**src/rtl/toy_bus_ack_pkg.sv**
```systemverilog
// Shared ack-network widths and packed payload type, common to the arbiter,
// pipe slice and decoder nodes.
package toy_bus_ack_pkg;

    localparam int OPCODE_W   = 1;
    localparam int DATA_W     = 256;
    localparam int SIDEBAND_W = 32;
    localparam int ID_W       = 4;
    localparam int ACK_PLD_W  = OPCODE_W + DATA_W + SIDEBAND_W + 2 * ID_W;

    typedef struct packed {
        logic [OPCODE_W-1:0]   opcode;
        logic [DATA_W-1:0]     data;
        logic [SIDEBAND_W-1:0] sideband;
        logic [ID_W-1:0]       src_id;
        logic [ID_W-1:0]       tgt_id;
    } ack_pld_t;

    function automatic ack_pld_t pack_ack(
        input logic [OPCODE_W-1:0]   opcode,
        input logic [DATA_W-1:0]     data,
        input logic [SIDEBAND_W-1:0] sideband,
        input logic [ID_W-1:0]       src_id,
        input logic [ID_W-1:0]       tgt_id
    );
        ack_pld_t p;
        p.opcode   = opcode;
        p.data     = data;
        p.sideband = sideband;
        p.src_id   = src_id;
        p.tgt_id   = tgt_id;
        return p;
    endfunction

endpackage

```
**src/rtl/toy_bus_CmnFifoMem.sv**
```systemverilog
// DEPTH x W register-array storage: synchronous write, combinational read.
// Entries reset to zero so the head payload is defined out of reset.
module toy_bus_CmnFifoMem #(
    parameter int DEPTH = 2,
    parameter int W     = 8,
    parameter int AW    = $clog2(DEPTH)
) (
    input  logic          clk,
    input  logic          rst_n,
    input  logic          wr_en,
    input  logic [AW-1:0] wr_addr,
    input  logic [W-1:0]  wr_data,
    input  logic [AW-1:0] rd_addr,
    output logic [W-1:0]  rd_data
);

    logic [DEPTH-1:0][W-1:0] mem;

    always_ff @(posedge clk or negedge rst_n) begin
        if (!rst_n) begin
            mem <= '0;
        end else if (wr_en) begin
            mem[wr_addr] <= wr_data;
        end
    end

    assign rd_data = mem[rd_addr];

endmodule

```
**src/rtl/toy_bus_dpipe_ack_slice.sv**
```systemverilog
// Registered FIFO slice after an ack arbiter node; cuts the vld/rdy and payload
// timing path. Optional stall counter under TOY_BUS_ACK_PIPE_PERF_EN.
module toy_bus_dpipe_ack_slice
    import toy_bus_ack_pkg::*;
#(
    parameter int DEPTH = 2
) (
    input  logic                  clk,
    input  logic                  rst_n,
    input  logic                  in0_vld,
    output logic                  in0_rdy,
    input  logic [OPCODE_W-1:0]   in0_opcode,
    input  logic [DATA_W-1:0]     in0_data,
    input  logic [SIDEBAND_W-1:0] in0_sideband,
    input  logic [ID_W-1:0]       in0_src_id,
    input  logic [ID_W-1:0]       in0_tgt_id,
    output logic                  out0_vld,
    input  logic                  out0_rdy,
    output logic [OPCODE_W-1:0]   out0_opcode,
    output logic [DATA_W-1:0]     out0_data,
    output logic [SIDEBAND_W-1:0] out0_sideband,
    output logic [ID_W-1:0]       out0_src_id,
    output logic [ID_W-1:0]       out0_tgt_id
`ifdef TOY_BUS_ACK_PIPE_PERF_EN
    ,
    output logic [31:0]           stall_cnt
`endif
);

    localparam int AW = $clog2(DEPTH);
    localparam int PW = AW + 1;

    logic [PW-1:0] wr_ptr, rd_ptr;
    logic          full, empty, push, pop;
    ack_pld_t      wr_pld, rd_pld;

    // Extra pointer MSB distinguishes full from empty when the low bits match.
    assign empty = (wr_ptr == rd_ptr);
    assign full  = (wr_ptr[PW-1] != rd_ptr[PW-1]) && (wr_ptr[AW-1:0] == rd_ptr[AW-1:0]);

    // Flags come only from registers, so out0_rdy never reaches in0_rdy.
    assign in0_rdy  = ~full;
    assign out0_vld = ~empty;
    assign push     = in0_vld && ~full;
    assign pop      = ~empty && out0_rdy;

    always_ff @(posedge clk or negedge rst_n) begin
        if (!rst_n) begin
            wr_ptr <= '0;
            rd_ptr <= '0;
        end else begin
            if (push) wr_ptr <= wr_ptr + PW'(1);
            if (pop)  rd_ptr <= rd_ptr + PW'(1);
        end
    end

    assign wr_pld = pack_ack(in0_opcode, in0_data, in0_sideband, in0_src_id, in0_tgt_id);

    toy_bus_CmnFifoMem #(
        .DEPTH (DEPTH),
        .W     (ACK_PLD_W),
        .AW    (AW)
    ) u_mem (
        .clk     (clk),
        .rst_n   (rst_n),
        .wr_en   (push),
        .wr_addr (wr_ptr[AW-1:0]),
        .wr_data (wr_pld),
        .rd_addr (rd_ptr[AW-1:0]),
        .rd_data (rd_pld)
    );

    assign out0_opcode   = rd_pld.opcode;
    assign out0_data     = rd_pld.data;
    assign out0_sideband = rd_pld.sideband;
    assign out0_src_id   = rd_pld.src_id;
    assign out0_tgt_id   = rd_pld.tgt_id;

`ifdef TOY_BUS_ACK_PIPE_PERF_EN
    always_ff @(posedge clk or negedge rst_n) begin
        if (!rst_n) begin
            stall_cnt <= '0;
        end else if (out0_vld && !out0_rdy && (stall_cnt != 32'hFFFF_FFFF)) begin
            stall_cnt <= stall_cnt + 32'd1;
        end
    end
`endif

endmodule

```
**config.mk**
```make
export PLATFORM = sky130hd
export DESIGN_NAME = toy_bus_dpipe_ack_slice
export DESIGN_NICKNAME = d
export VERILOG_FILES = /design/src/rtl/toy_bus_ack_pkg.sv /design/src/rtl/toy_bus_CmnFifoMem.sv /design/src/rtl/toy_bus_dpipe_ack_slice.sv
export SDC_FILE = /design/constraint.sdc
export NUM_CORES = 1
export LEC_CHECK = 0
export CAP_MARGIN = 10
export CORE_MARGIN = 8
export CORE_UTILIZATION = 45
export DETAILED_ROUTE_END_ITERATION = 10
export PLACE_DENSITY_LB_ADDON = 0.05
export SLEW_MARGIN = 20
export SYNTH_ARGS = -nofsm -noshare
export SYNTH_HDL_FRONTEND = slang
export SYNTH_SLANG_ARGS = --single-unit
export TNS_END_PERCENT = 10
```
**constraint.sdc**
```tcl
create_clock -name clk -period 2.19 [get_ports clk]
set_input_delay 0.5475 -clock clk [delete_from_list [all_inputs] [get_ports clk]]
set_output_delay 0.5475 -clock clk [all_outputs]
set_load 0.05 [all_outputs]
```
==> flow_summary.json <==
{
  "multi_input_area_mm2": 0.0106,
  "final_antenna_net_count": 0,
  "met2_length_mm": 38.9,
  "cp.required_ns": 1.64,
  "max_freq_ghz": 0.387,
  "yosysTopAreaCell": "dfrtp_1",
  "hold_viol_final": 0,
  "dp.cells": 2962,
  "violations": "setup timing",
  "ys_warn_count": 0,
  "path_cells": "buf_12 -> buf_16 -> mux2_2 -> buf_4",
  "viasPerCell": 5.18,
  "clk_pin_slew_worst_paths_ns": 0.06,
  "r2r_start": "rd_ptr[0]$_DFFE_PN0P_",
  "final-setup-viol-count": 299,
  "grt_pass1_vias": 17900,
  "cts-htree-levels": 3,
  "crit_cells": 4,
  "reg2reg_setup_slack_ns": 0.03,
  "seqCellArea_mm2": 0.0150,
  "critPathSlowestCell": "dfrtp_4",
  "cts_sinks": 598,
  "startpoint_type": "flop",
  "final.setup_skew_ns": 0.0138,
  "synth.top_cell.area_share_pct": 58.2,
  "crit_fanout": 27,
  "grt_max_degree": 67,
  "fin_cells": 3118,
  "synth_nets": 1909,
  "max_slew_margin_pct": 61.6,
  "start_util_pct": 45.6,
  "fp-row-count": 87,
  "fin_util_pct": 65.5,
  "crit_buf_inv": 3,
  "syn_inst": 1608,
  "syn_to_final_growth_pct": 43.7,
  "synth_area_mm2": 0.0257,
  "top_layer_used": "met5",
  "ys_ff_latch": 598,
  "die_h_um": 255,
  "slew_violations": 0,
  "cts_buffers": 67,
  "maxCapViolCount": 0,
  "worst_pin_slew_ns": 0.575,
  "clock-root-buffer": "clkbuf_16",
  "fillers": 4272,
  "clkLatencyLatePin_ns": 0.58,
  "wl_per_cell_um": 24.4,
  "cts_tree": "done",
  "fp.dieArea_mm2": 0.0650,
  "coreArea_mm2": 0.0564,
  "layout.nets": 2602,
  "gr-total-overflow": 0,
  "yosysUniqueCellTypes": 19,
  "slowest_delay_ns": 0.47,
  "reg2reg_depth": 7,
  "crit_family": "buffers and inverters",
  "drt-initial-drc-count": 533,
  "layout_setup_ws_ns": -0.393,
  "status": "complete, but fails checks",
  "drtPass1Iterations": 4,
  "place_ws_ns": -0.0994,
  "vias": 16100,
  "holdCritPathClass": "in -> async",
  "period_needed_ns": 2.58,
  "portBuffers": 599,
  "synth.area.top_cells": "dfrtp_1 (58%), mux2_2 (38%), buf_2 (1.3%)",
  "ios": 600,
  "die_w_um": 255,
  "antenna_found_initial": 22,
  "dpl.hpwl_mm": 54.6,
  "critPathArrivalTime_ns": 2.04,
  "yosysSeqAreaShare_pct": 58.2,
  "rsz0062_at_grt": "true",
  "timing.final.crit_share_pct": 118,
  "clk_path_buf_depth": 3,
  "grt_pass1_wl_mm": 111,
  "end_kind": "output port",
  "synth.avg_cell_area_um2": 16.0,
  "grtUsageTotal_pct": 22.4,
  "drcViolationCount": 0,
  "wirelength_mm": 76.2,
  "route.layer.met1.wl_mm": 29.4,
  "layout-drive-gt1-share_pct": 59.7,
  "path_class": "reg -> out",
  "met3WireLength_mm": 5.73,
  "gp_congestion": 0.788,
  "r2r_end": "u_mem.mem[197]$_DFFE_PN0P_"
}
-- worst max-delay path by stage --
stage	start	endpoint	slack [ns]
detailed placement	in0_vld	u_mem.mem[415]$_DFFE_PN0P_	-0.1
floorplan	rd_ptr[0]$_DFFE_PN0P_	out0_data[190]	0.04
global placement	in0_vld	u_mem.mem[496]$_DFFE_PN0P_	-0.09
finish	rd_ptr[0]$_DFFE_PN0P_	out0_src_id[3]	-0.39
global route	rd_ptr[0]$_DFFE_PN0P_	out0_src_id[3]	-0.47
CTS	rd_ptr[0]$_DFFE_PN0P_	out0_data[74]	-0.48
-- sequential cells by signal, summed over array words and instances, names as in the netlist --
register   count
wr_ptr         2
rd_ptr         2
u_mem.mem    594
-- cell usage in the layout (no fill, tap or decap), types with 2 or more instances in the layout --
cell,netlist,routed
clkbuf_1,7,17
mux2_1,21,19
diode_2,0,15
buf_8,0,11
o21ai_0,2,2
nand2_2,0,2
mux2_4,0,110
buf_16,0,8
nand2_1,4,2
clkbuf_16,0,78
inv_6,0,2
buf_4,26,94
a21oi_1,2,2
clkdlybuf4s50_1,0,299
mux2i_1,3,3
clkbuf_8,0,13
bufinv_16,0,4
buf_6,0,244
mux2_2,871,763
dfrtp_1,598,597
clkinv_2,0,10
buf_12,0,55
-- metal layers --
| layer | up-vias | global-route usage, % |
|---|---|---|
| met5 | - | 0 |
| met4 | 16 | 8.45 |
| met3 | 102 | 8.05 |
| met2 | 405 | 37.8 |
| met1 | 8404 | 26.0 |
| li1 | 7209 | - |
-- timing repair --
action | 4_1_cts | 5_1_grt
gates resized for setup | 273 | 121
setup buffers | 9 | 5
pin swaps | 1 | 1
cloned | 3 | 10
hold endpoints to repair | 36 | 0
endpoints found under the setup margin | 299 | 470
hold buffers | 1 | 0
-- Yosys cell counts --
cell and number:
a21oi_2 1, dfrtp_1 598, xnor2_1 1, mux2i_1 3, o211ai_4 1, mux2_1 21, xnor2_2 1, a21oi_1 2
nand2_1 4, buf_2 65, clkbuf_1 7, xor2_1 1, o21ai_0 2, inv_1 1, a21boi_0 1, nor2_1 1
buf_4 26, mux2_2 871, a31oi_1 1
-- through the flow --
stage | hold WS, ns | setup TNS (ns) | instance area [µm²]
finish | 0.486 | -96.86 | 36900
global placement | 0.469 | -21.13 | 32800
detailed placement | 0.477 | -22.06 | 32800
CTS | 0.493 | -125.46 | 36200
global route | 0.509 | -119.48 | 36900
floorplan | 0.252 | 0 | 25700
-- kinds of logic (layout without fill, tap and decap cells) --
kind of cell           after synthesis  in the layout  synth area share, %
other                                0             15                    0
AND/OR/NAND/NOR                      5              5               0.0730
multiplexers                       895            895                 39.2
XOR/XNOR                             3              3                0.131
buffers and inverters               99            838                 2.14
AO/OA/AOI/OAI                        8              8                0.248
flip-flops                         598            598                 58.2
-- final cells by class --
class	instances	share of cell area, %
inverters	1	0.0102
well taps	756	2.56
flip-flops and latches	598	40.5
clock buffers	99	5.33
repair buffers	722	22.2
multi-input cells	911	28.8
clock inverters	16	0.508
diodes	15	0.102
Power is left out: the tool's default activity adds up to more than one toggle a clock period on the data nets, which glitch-free logic cannot reach.
